## config.mk

```make
export PLATFORM = sky130hd
export DESIGN_NAME = inst_fetch_sequencer
export DESIGN_NICKNAME = d
export VERILOG_FILES = /design/src/rtl/relay_ctrl_pkg.sv /design/src/rtl/phase_timer.sv /design/src/rtl/inst_fetch_sequencer.sv
export SDC_FILE = /design/constraint.sdc
export NUM_CORES = 1
export LEC_CHECK = 0
export BUFFER_PORTS_ARGS = -buffer_cell sky130_fd_sc_hd__buf_2
export CORE_MARGIN = 4
export CORE_UTILIZATION = 49
export CTS_CLUSTER_DIAMETER = 40
export DETAILED_ROUTE_END_ITERATION = 8
export GPL_ROUTABILITY_DRIVEN = 0
export PLACE_DENSITY_LB_ADDON = 0.25
export SKIP_LAST_GASP = 1
export SYNTH_ARGS = -nofsm -noshare
export SYNTH_HDL_FRONTEND = slang
export SYNTH_SLANG_ARGS = --single-unit
```

## constraint.sdc

```tcl
create_clock -name clock -period 1.95 [get_ports clock]
set_input_delay 0.39 -clock clock [delete_from_list [all_inputs] [get_ports clock]]
set_output_delay 0.39 -clock clock [all_outputs]
set_load 0.005 [all_outputs]
```

## src/rtl/relay_ctrl_pkg.sv

```systemverilog
// ============================================================================
// Module   : relay_ctrl_pkg
// Purpose  : Shared fetch-state encoding, LED codes and timing default for the
//            relay-computer control sequencers.
// Revision : 1.0 - initial release
// ============================================================================
`default_nettype none

package relay_ctrl_pkg;

    localparam int PHASE_CYCLES_DEF = 2;

    typedef enum logic [2:0] {
        IDLE   = 3'd0,
        ADDR   = 3'd1,
        READ   = 3'd2,
        LOAD   = 3'd3,
        INCR   = 3'd4,
        EXEC   = 3'd5,
        HALTED = 3'd6
    } fetch_state_t;

    localparam logic [2:0] LED_IDLE   = 3'd0;
    localparam logic [2:0] LED_ADDR   = 3'd1;
    localparam logic [2:0] LED_READ   = 3'd2;
    localparam logic [2:0] LED_LOAD   = 3'd3;
    localparam logic [2:0] LED_INCR   = 3'd4;
    localparam logic [2:0] LED_EXEC   = 3'd5;
    localparam logic [2:0] LED_HALTED = 3'd6;

    function automatic logic [2:0] state_led_code(input fetch_state_t s);
        logic [2:0] code;
        code = LED_IDLE;
        case (s)
            IDLE:    code = LED_IDLE;
            ADDR:    code = LED_ADDR;
            READ:    code = LED_READ;
            LOAD:    code = LED_LOAD;
            INCR:    code = LED_INCR;
            EXEC:    code = LED_EXEC;
            HALTED:  code = LED_HALTED;
            default: code = LED_IDLE;
        endcase
        return code;
    endfunction

endpackage

`default_nettype wire

```

## src/rtl/phase_timer.sv

```systemverilog
// ============================================================================
// Module   : phase_timer
// Purpose  : Per-state dwell counter; restarts on state entry and saturates
//            once the PHASE_CYCLES dwell has been reached.
// Revision : 1.0 - initial release
// ============================================================================
`default_nettype none

module phase_timer #(
    parameter int PHASE_CYCLES = 2
) (
    input  logic clock,
    input  logic reset,
    input  logic clr_i,
    output logic expire_o,
    output logic first_o
);

    localparam int CW = (PHASE_CYCLES > 1) ? $clog2(PHASE_CYCLES) : 1;
    localparam logic [CW-1:0] LAST = CW'(PHASE_CYCLES - 1);

    logic [CW-1:0] count_q;
    logic [CW-1:0] count_d;
    logic          first_q;

    // Saturating so a stretched state (memory wait) keeps reporting expiry.
    always_comb begin
        count_d = count_q;
        if (clr_i) begin
            count_d = '0;
        end else if (count_q != LAST) begin
            count_d = count_q + 1'b1;
        end
    end

    always_ff @(posedge clock) begin
        if (reset) begin
            count_q <= '0;
            first_q <= 1'b0;
        end else begin
            count_q <= count_d;
            first_q <= clr_i;
        end
    end

    assign expire_o = (count_q == LAST);
    assign first_o  = first_q;

endmodule

`default_nettype wire

```

## src/rtl/inst_fetch_sequencer.sv

```systemverilog
// ============================================================================
// Module   : inst_fetch_sequencer
// Purpose  : Fetch-cycle control FSM around the INST register; drives Ctrl_Bus
//            fetch strobes and LED_Bus status, then hands off to execute.
// Build option: FETCH_WAIT_EN adds mem_ready and stretches READ until it is high.
// Revision : 1.0 - initial release
// ============================================================================
`default_nettype none

module inst_fetch_sequencer
    import relay_ctrl_pkg::*;
#(
    parameter int PHASE_CYCLES = PHASE_CYCLES_DEF,
    parameter int CNT_W        = 16
) (
    input  logic             clock,
    input  logic             reset,
    input  logic             run,
    input  logic             step,
    input  logic             halt,
    input  logic             exec_done,
`ifdef FETCH_WAIT_EN
    input  logic             mem_ready,
`endif
    output logic             sel_pc,
    output logic             mem_rd,
    output logic             ld_inst,
    output logic             ld_inc,
    output logic             sel_inc,
    output logic             ld_pc,
    output logic             exec_start,
    output logic             busy,
    output logic             halted,
    output logic [2:0]       state_led,
    output logic [CNT_W-1:0] fetch_count
);

    fetch_state_t     state_q;
    fetch_state_t     state_d;
    logic [CNT_W-1:0] fetch_count_q;
    logic [CNT_W-1:0] fetch_count_d;
    logic             phase_done;
    logic             state_first;
    logic             read_ok;

`ifdef FETCH_WAIT_EN
    assign read_ok = phase_done & mem_ready;
`else
    assign read_ok = phase_done;
`endif

    phase_timer #(
        .PHASE_CYCLES (PHASE_CYCLES)
    ) u_phase_timer (
        .clock    (clock),
        .reset    (reset),
        .clr_i    (state_d != state_q),
        .expire_o (phase_done),
        .first_o  (state_first)
    );

    always_ff @(posedge clock) begin
        if (reset) begin
            state_q       <= IDLE;
            fetch_count_q <= '0;
        end else begin
            state_q       <= state_d;
            fetch_count_q <= fetch_count_d;
        end
    end

    always_comb begin
        state_d       = state_q;
        fetch_count_d = fetch_count_q;
        sel_pc        = 1'b0;
        mem_rd        = 1'b0;
        ld_inst       = 1'b0;
        ld_inc        = 1'b0;
        sel_inc       = 1'b0;
        ld_pc         = 1'b0;
        exec_start    = 1'b0;
        busy          = 1'b1;
        halted        = 1'b0;

        case (state_q)
            IDLE: begin
                busy = 1'b0;
                if (run || step) begin
                    state_d = ADDR;
                end
            end
            ADDR: begin
                sel_pc = 1'b1;
                if (phase_done) begin
                    state_d = READ;
                end
            end
            READ: begin
                sel_pc = 1'b1;
                mem_rd = 1'b1;
                if (read_ok) begin
                    state_d = LOAD;
                end
            end
            LOAD: begin
                sel_pc  = 1'b1;
                mem_rd  = 1'b1;
                ld_inst = 1'b1;
                ld_inc  = 1'b1;
                if (phase_done) begin
                    state_d = INCR;
                end
            end
            INCR: begin
                sel_inc = 1'b1;
                ld_pc   = 1'b1;
                if (phase_done) begin
                    state_d       = EXEC;
                    fetch_count_d = fetch_count_q + 1'b1;
                end
            end
            EXEC: begin
                exec_start = state_first;
                // run is resampled here so a dropped run finishes this instruction only.
                if (exec_done) begin
                    if (halt) begin
                        state_d = HALTED;
                    end else if (run) begin
                        state_d = ADDR;
                    end else begin
                        state_d = IDLE;
                    end
                end
            end
            HALTED: begin
                busy   = 1'b0;
                halted = 1'b1;
            end
            default: begin
                busy    = 1'b0;
                state_d = IDLE;
            end
        endcase
    end

    assign state_led   = state_led_code(state_q);
    assign fetch_count = fetch_count_q;

endmodule

`default_nettype wire

```

==> reports/qor.txt, run 1 <==
grt total ovfl -> 0
Combinational Power Share -> 11.6%
Synth top area share -> 38.6%
Routed WL -> 2270 um
Cell Int Power -> 0.555 mW
Hold Buf Count CTS -> 0
R2R cell count -> 4
# diodes -> 0
FF+latch count, synth -> 21
final worst path period share -> 91.1%
RSZ-0062 raised after global routing -> no
commonest cells after routing, fill and taps aside -> buf_2 (33), dfxtp_1 (21), nor2_1 (12)
# fillers -> 200
Worst slew margin -> 63.7%
routed vias -> 1,048
most common cell after layout, fill and taps aside -> buf_2
synth top area cells -> dfxtp_1 (39%), xnor2_1 (6.4%), a21oi_1 (5.1%)
leakage power -> 0.557 nW
worst hold path type -> primary input to register
WL/cell -> 11.8 um
Crit Reg-Reg Endpoint -> fetch_count[14]
sequential share of power -> 60.8%
Boundary Pins -> 34
sw power -> 0.177 mW
clk_skew -> 7.67 ps
synthesized area -> 1090 um2
CTS root buf -> clkbuf_4
Seq/Total Area, Yosys -> 38.6%
number of port buffers -> 33
crit path DAT -> 1390 ps
power share of the clock group -> 27.6%
Post-synth top flop -> dfxtp_1
Crit. Startpoint -> state_q[2]
Worst Setup EP -> busy
TritonCTS clock tree -> yes
run status -> completed
synth unique cells -> 36
Layout Nets -> 175
final hold viol count -> 0
WP data required -> 1560 ps
area leader, netlist -> dfxtp_1
number of enable flip-flop cells after synthesis -> 0
flop2flop setup slack -> 200 ps
r2r startpoint -> state_q[0]
cells after synthesis -> 134
Longest Clk Path Bufs -> 2
first-pass GRT wire length -> 3750 um
utilization after layout -> 63.5%
DP Area -> 1270 um2
CP Launch Type -> register
Slew @ Worst Pin -> 538 ps
sum of negative setup slack -> 0 ps
Initial Util -> 53.3%
Switching Fraction -> 24.2%
CORE AREA -> 2040 um2
post_cts resized -> 0
Async S/R FF share, synth -> 0%
fmax -> 563 MHz
die area -> 3040 um2
Synthesis Warnings -> 0
die height -> 55.1 um
share of post-route cells with drive strength above 1 -> 24.1%
Clock Latency Late Sink -> 300 ps
largest net degree at the start of global routing -> 21
Final Instance Area -> 1300 um2
cell area power density -> 564 nW/um2
Final min period -> 1780 ps
H-tree Lvls -> 1
hpwl dp -> 1770 um
post-DR vias/cell -> 5.43
number of max-cap violations -> 0
initial antenna violation count -> 0
Final Power -> 0.732 mW
Initial DRC Count -> 22
Pre-Repair DR Iteration Count -> 4
Row Count -> 16
GRT Overall Usage -> 16.9%
Post-CTS Setup Inserts -> 0
Chip Width -> 55.1 um
# DRC -> 0
Layout Area Growth over Synthesis -> 19.2%
CTS buffer count -> 3
Syn Nets -> 142
Critical Path Fanout Max -> 17
crit end category -> primary output
vias in the first global route -> 875
WS Path Type -> register to primary output
VDD IR max -> 549 uV
Post-DRT Antenna Nets -> 0
final-report max-slew violation count -> 0
Reg clk slew, reported paths -> 110 ps
endpoints failing setup -> 0
Mean Syn Cell Area -> 8.12 um2
clk sinks -> 21
cells in the mapped netlist (all sizes together) (3+ instances only):
master,instances
nand2,9
nor2,12
a21oi,11
o21ai,7
nor3,3
nor2b,5
and3,4
dfxtp,21
inv,8
xnor2,8
o31ai,3
nor4,3
buf,4
or4,3
clkbuf,4
nand3,5
layout make-up:
cell class / count / area [um2] / share of cell area, %
Timing Repair Buffer: 36 / 188 / 14.5
Sequential cell: 21 / 420 / 32.4
Multi-Input combinational cell: 97 / 599 / 46.2
Inverter: 8 / 30.0 / 2.31
Clock buffer: 4 / 26.3 / 2.03
Tap cell: 27 / 33.8 / 2.60
metal layers:
| layer | GRT usage, % | vias up | part of all wire [%] |
|---|---|---|---|
| met4 | 3.64 | 0 | 0.79 |
| li1 | - | 534 | - |
| met2 | 29.1 | 27 | 51 |
| met1 | 20.7 | 485 | 43 |
| met3 | 4.83 | 2 | 5.3 |
| met5 | 0 | - | 0 |
power groups by stage:
stage	Clock, mW	Sequential (mW)	Combinational [mW]
final	0.202	0.445	0.0848
after global routing	0.235	0.447	0.0952
after CTS	0.212	0.446	0.0853
after detailed placement	0	0.455	0.0851
after global placement	0	0.455	0.0826
after floorplan	0	0.455	0.0508
critical path: stages (launching register included):
cell,delay [ps]
dfxtp_1,340
buf_4,190
inv_1,90
ha_1,270
o21ai_0,80
buf_2,140
how the worst min path moves through the flow:
| stage | end | cells after the start | from |
|---|---|---|---|
| floorplan | fetch_count[15] | 2 | fetch_count[15] |
| global placement | fetch_count[15] | 2 | fetch_count[15] |
| detailed placement | fetch_count[15] | 2 | fetch_count[15] |
| CTS | fetch_count[10] | 2 | reset |
| global route | fetch_count[2] | 2 | reset |
| finish | fetch_count[10] | 2 | reset |
registers in the layout, indices dropped and copies added (netlist names):
| name | cells |
|---|---|
| state_q | 3 |
| u_phase_timer.first_o | 1 |
| u_phase_timer.expire_o | 1 |
| fetch_count | 16 |
metrics by stage:
step,cells,hold WS [ps],setup WS (ps)
3_3_place_gp,189,464,255
5_1_grt,193,478,62.8
6_report,193,464,173
3_5_place_dp,189,477,223
4_1_cts,193,449,162
2_1_floorplan,134,468,171
cells by family (layout without fill, tap and decap cells):
kind of cell             Yosys count  in the layout  synth area share [%]
AO/OA/AOI/OAI                     27             27                  14.7
XOR/XNOR                          10             10                  8.05
adder cells (fa/ha/maj)            2              2                  2.30
buffers and inverters             16             48                  6.32
flip-flops                        21             21                  38.6
AND/OR/NAND/NOR                   58             58                  30.0
Note: power is estimated with default switching activity, not from simulation.
==> run 2: changes to the inputs <==
--- a/config.mk
+++ b/config.mk
@@ -6,8 +6,11 @@
 export NUM_CORES = 1
 export LEC_CHECK = 0
 export BUFFER_PORTS_ARGS = -buffer_cell sky130_fd_sc_hd__buf_2
+export CELL_PAD_IN_SITES_DETAIL_PLACEMENT = 0
+export CELL_PAD_IN_SITES_GLOBAL_PLACEMENT = 2
 export CORE_MARGIN = 4
-export CORE_UTILIZATION = 49
+export CORE_UTILIZATION = 29
+export CTS_BUF_LIST = sky130_fd_sc_hd__clkbuf_4
 export CTS_CLUSTER_DIAMETER = 40
 export DETAILED_ROUTE_END_ITERATION = 8
 export GPL_ROUTABILITY_DRIVEN = 0
==> reports/qor.txt, run 2 (synthesis gave the netlist of run 1 again) <==
met1 GRT Util -> 14.8% (was 20.7%)
Pre-Repair DR Iteration Count -> 4 (unchanged)
final-report max-slew violation count -> 0 (unchanged)
WP data required -> 1560 ps (about the same)
max reg flops -> 16 (unchanged)
WL/cell -> 12.1 um (was 11.8 um)
met2 GRT Util -> 17.2% (was 29.1%)
Final WS setup -> 121 ps (was 173 ps)
number of max-cap violations -> 0 (unchanged)
Post-DRT Antenna Nets -> 0 (unchanged)
clk_skew -> 2.74 ps (was 7.67 ps)
# DRC -> 0 (unchanged)
run status -> completed (unchanged)
hold wc startpoint -> exec_done (was reset)
Row Count -> 21 (was 16)
Worst slew margin -> 65.0% (was 63.7%)
r2r startpoint -> fetch_count[0] (was state_q[0])
Slew @ Worst Pin -> 519 ps (was 538 ps)
CORE AREA -> 3470 um2 (was 2040 um2)
worst path cell trace -> buf_4 -> inv_1 -> ha_1 -> o21ai_0 -> buf_2 (unchanged)
CTS root buf -> clkbuf_4 (unchanged)
largest stage delay on the critical path -> 370 ps (was 340 ps)
post_cts resized -> 0 (unchanged)
final worst path period share -> 93.8% (was 91.1%)
Final min period -> 1830 ps (was 1780 ps)
hold slack final -> 450 ps (was 464 ps)
VDD IR max -> 226 uV (was 549 uV)
# diodes -> 0 (unchanged)
initial antenna violation count -> 0 (unchanged)
most common cell after layout, fill and taps aside -> buf_2 (unchanged)
worst hold path type -> primary input to register (unchanged)
vias in the first global route -> 961 (was 875)
WS Path Type -> register to primary output (unchanged)
Placement Setup Slack -> 186 ps (was 223 ps)
Hold Buf Count CTS -> 0 (unchanged)
die height -> 69.3 um (was 55.1 um)
fmax -> 547 MHz (was 563 MHz)
hold path depth -> 4 (was 2)
sum of negative setup slack -> 0 ps (unchanged)
number of port buffers -> 33 (unchanged)
crit path DAT -> 1440 ps (was 1390 ps)
post-DR vias/cell -> 4.86 (was 5.43)
commonest cells after routing, fill and taps aside -> buf_2 (33), dfxtp_1 (21), nor2_1 (12) (unchanged)
crit end category -> primary output (unchanged)
H-tree Lvls -> 1 (unchanged)
Hold Crit Endpoint -> state_q[0] (was fetch_count[10])
leakage power -> 0.570 nW (was 0.557 nW)
Routed WL -> 2580 um (was 2270 um)
final hold viol count -> 0 (unchanged)
R2R cell count -> 5 (was 4)
hpwl dp -> 1980 um (was 1770 um)
Reg clk slew, reported paths -> 120 ps (was 110 ps)
TritonCTS clock tree -> yes (unchanged)
die area -> 4800 um2 (was 3040 um2)
grt total ovfl -> 0 (unchanged)
share of post-route cells with drive strength above 1 -> 26.2% (was 24.1%)
Chip Width -> 69.3 um (was 55.1 um)
first-pass GRT wire length -> 4440 um (was 3750 um)
most used routing layer -> met2 (unchanged)
slowest cell on the critical path -> dfxtp_1 (unchanged)
Longest Clk Path Bufs -> 2 (unchanged)
routed vias -> 1,040 (was 1,048)
Boundary Pins -> 34 (unchanged)
flop2flop setup slack -> 210 ps (was 200 ps)
Critical Path Fanout Max -> 16 (was 17)
CTS buffer count -> 3 (unchanged)
largest net degree at the start of global routing -> 21 (unchanged)
Crit Reg-Reg Endpoint -> fetch_count[14] (unchanged)
clk sinks -> 21 (unchanged)
GRT Overall Usage -> 11.0% (was 16.9%)
endpoints failing setup -> 0 (unchanged)
met3 usage -> 2.17% (was 4.83%)
Post-CTS Setup Inserts -> 0 (unchanged)
cell area power density -> 564 nW/um2 (about the same)
CP Launch Type -> register (unchanged)
RSZ-0062 raised after global routing -> no (unchanged)
Initial DRC Count -> 62 (was 22)
Clock Latency Late Sink -> 300 ps (about the same)
Initial Util -> 31.4% (was 53.3%)
Layout Area Growth over Synthesis -> 23.6% (was 19.2%)
Layout Nets -> 177 (was 175)
utilization after layout -> 38.8% (was 63.5%)
## run 2: cell types whose count changed in the layout (fill, tap and decap cells not counted), sizes merged
cell / previous run / this run
buf: 36 / 38
## run 2: per-stage QoR
step	total power [mW]	instance area [um2]	cells
6_report	0.758	1350	214
5_1_grt	0.799	1350	214
4_1_cts	0.772	1340	214
3_5_place_dp	0.544	1310	210
3_3_place_gp	0.544	1310	210
2_1_floorplan	0.506	1090	134
## run 2: worst max-delay path by stage
stage | startpoint | to | slack, ps
6_report | state_q[2] | busy | 120
5_1_grt | state_q[2] | busy | 20
4_1_cts | state_q[2] | busy | 110
3_5_place_dp | fetch_count[1] | fetch_count[14] | 190
3_3_place_gp | fetch_count[0] | fetch_count[14] | 280
2_1_floorplan | state_q[2] | fetch_count[14] | 170
## run 2: critical path: cells and delay by family, from the launching register on
kind | cells | cell delay (ps)
fa+ha+maj | 1 | 270
buf+inv | 3 | 420
flops | 1 | 370
compound gates | 1 | 80
## run 2: cell type report
type | instances | area, um2
Timing Repair Buffer | 38 | 203
Tap cell | 46 | 57.6
Fill cell | 393 | 2120
Multi-Input combinational cell | 97 | 604
Inverter | 8 | 30.0
Sequential cell | 21 | 420
Clock buffer | 4 | 30.0
## run 2: where the power goes
part	switching [mW]	internal, mW	leakage, nW	total (mW)
Clock	0.131	0.0936	0.0184	0.225
Sequential	0.00953	0.438	0.170	0.447
Combinational	0.0467	0.0394	0.382	0.0862
## run 2: per-layer routing
metal | vias up | wire, um
met5 | - | 0
met4 | 0 | 36
met3 | 5 | 73
met2 | 14 | 1140
met1 | 483 | 1330
li1 | 538 | -
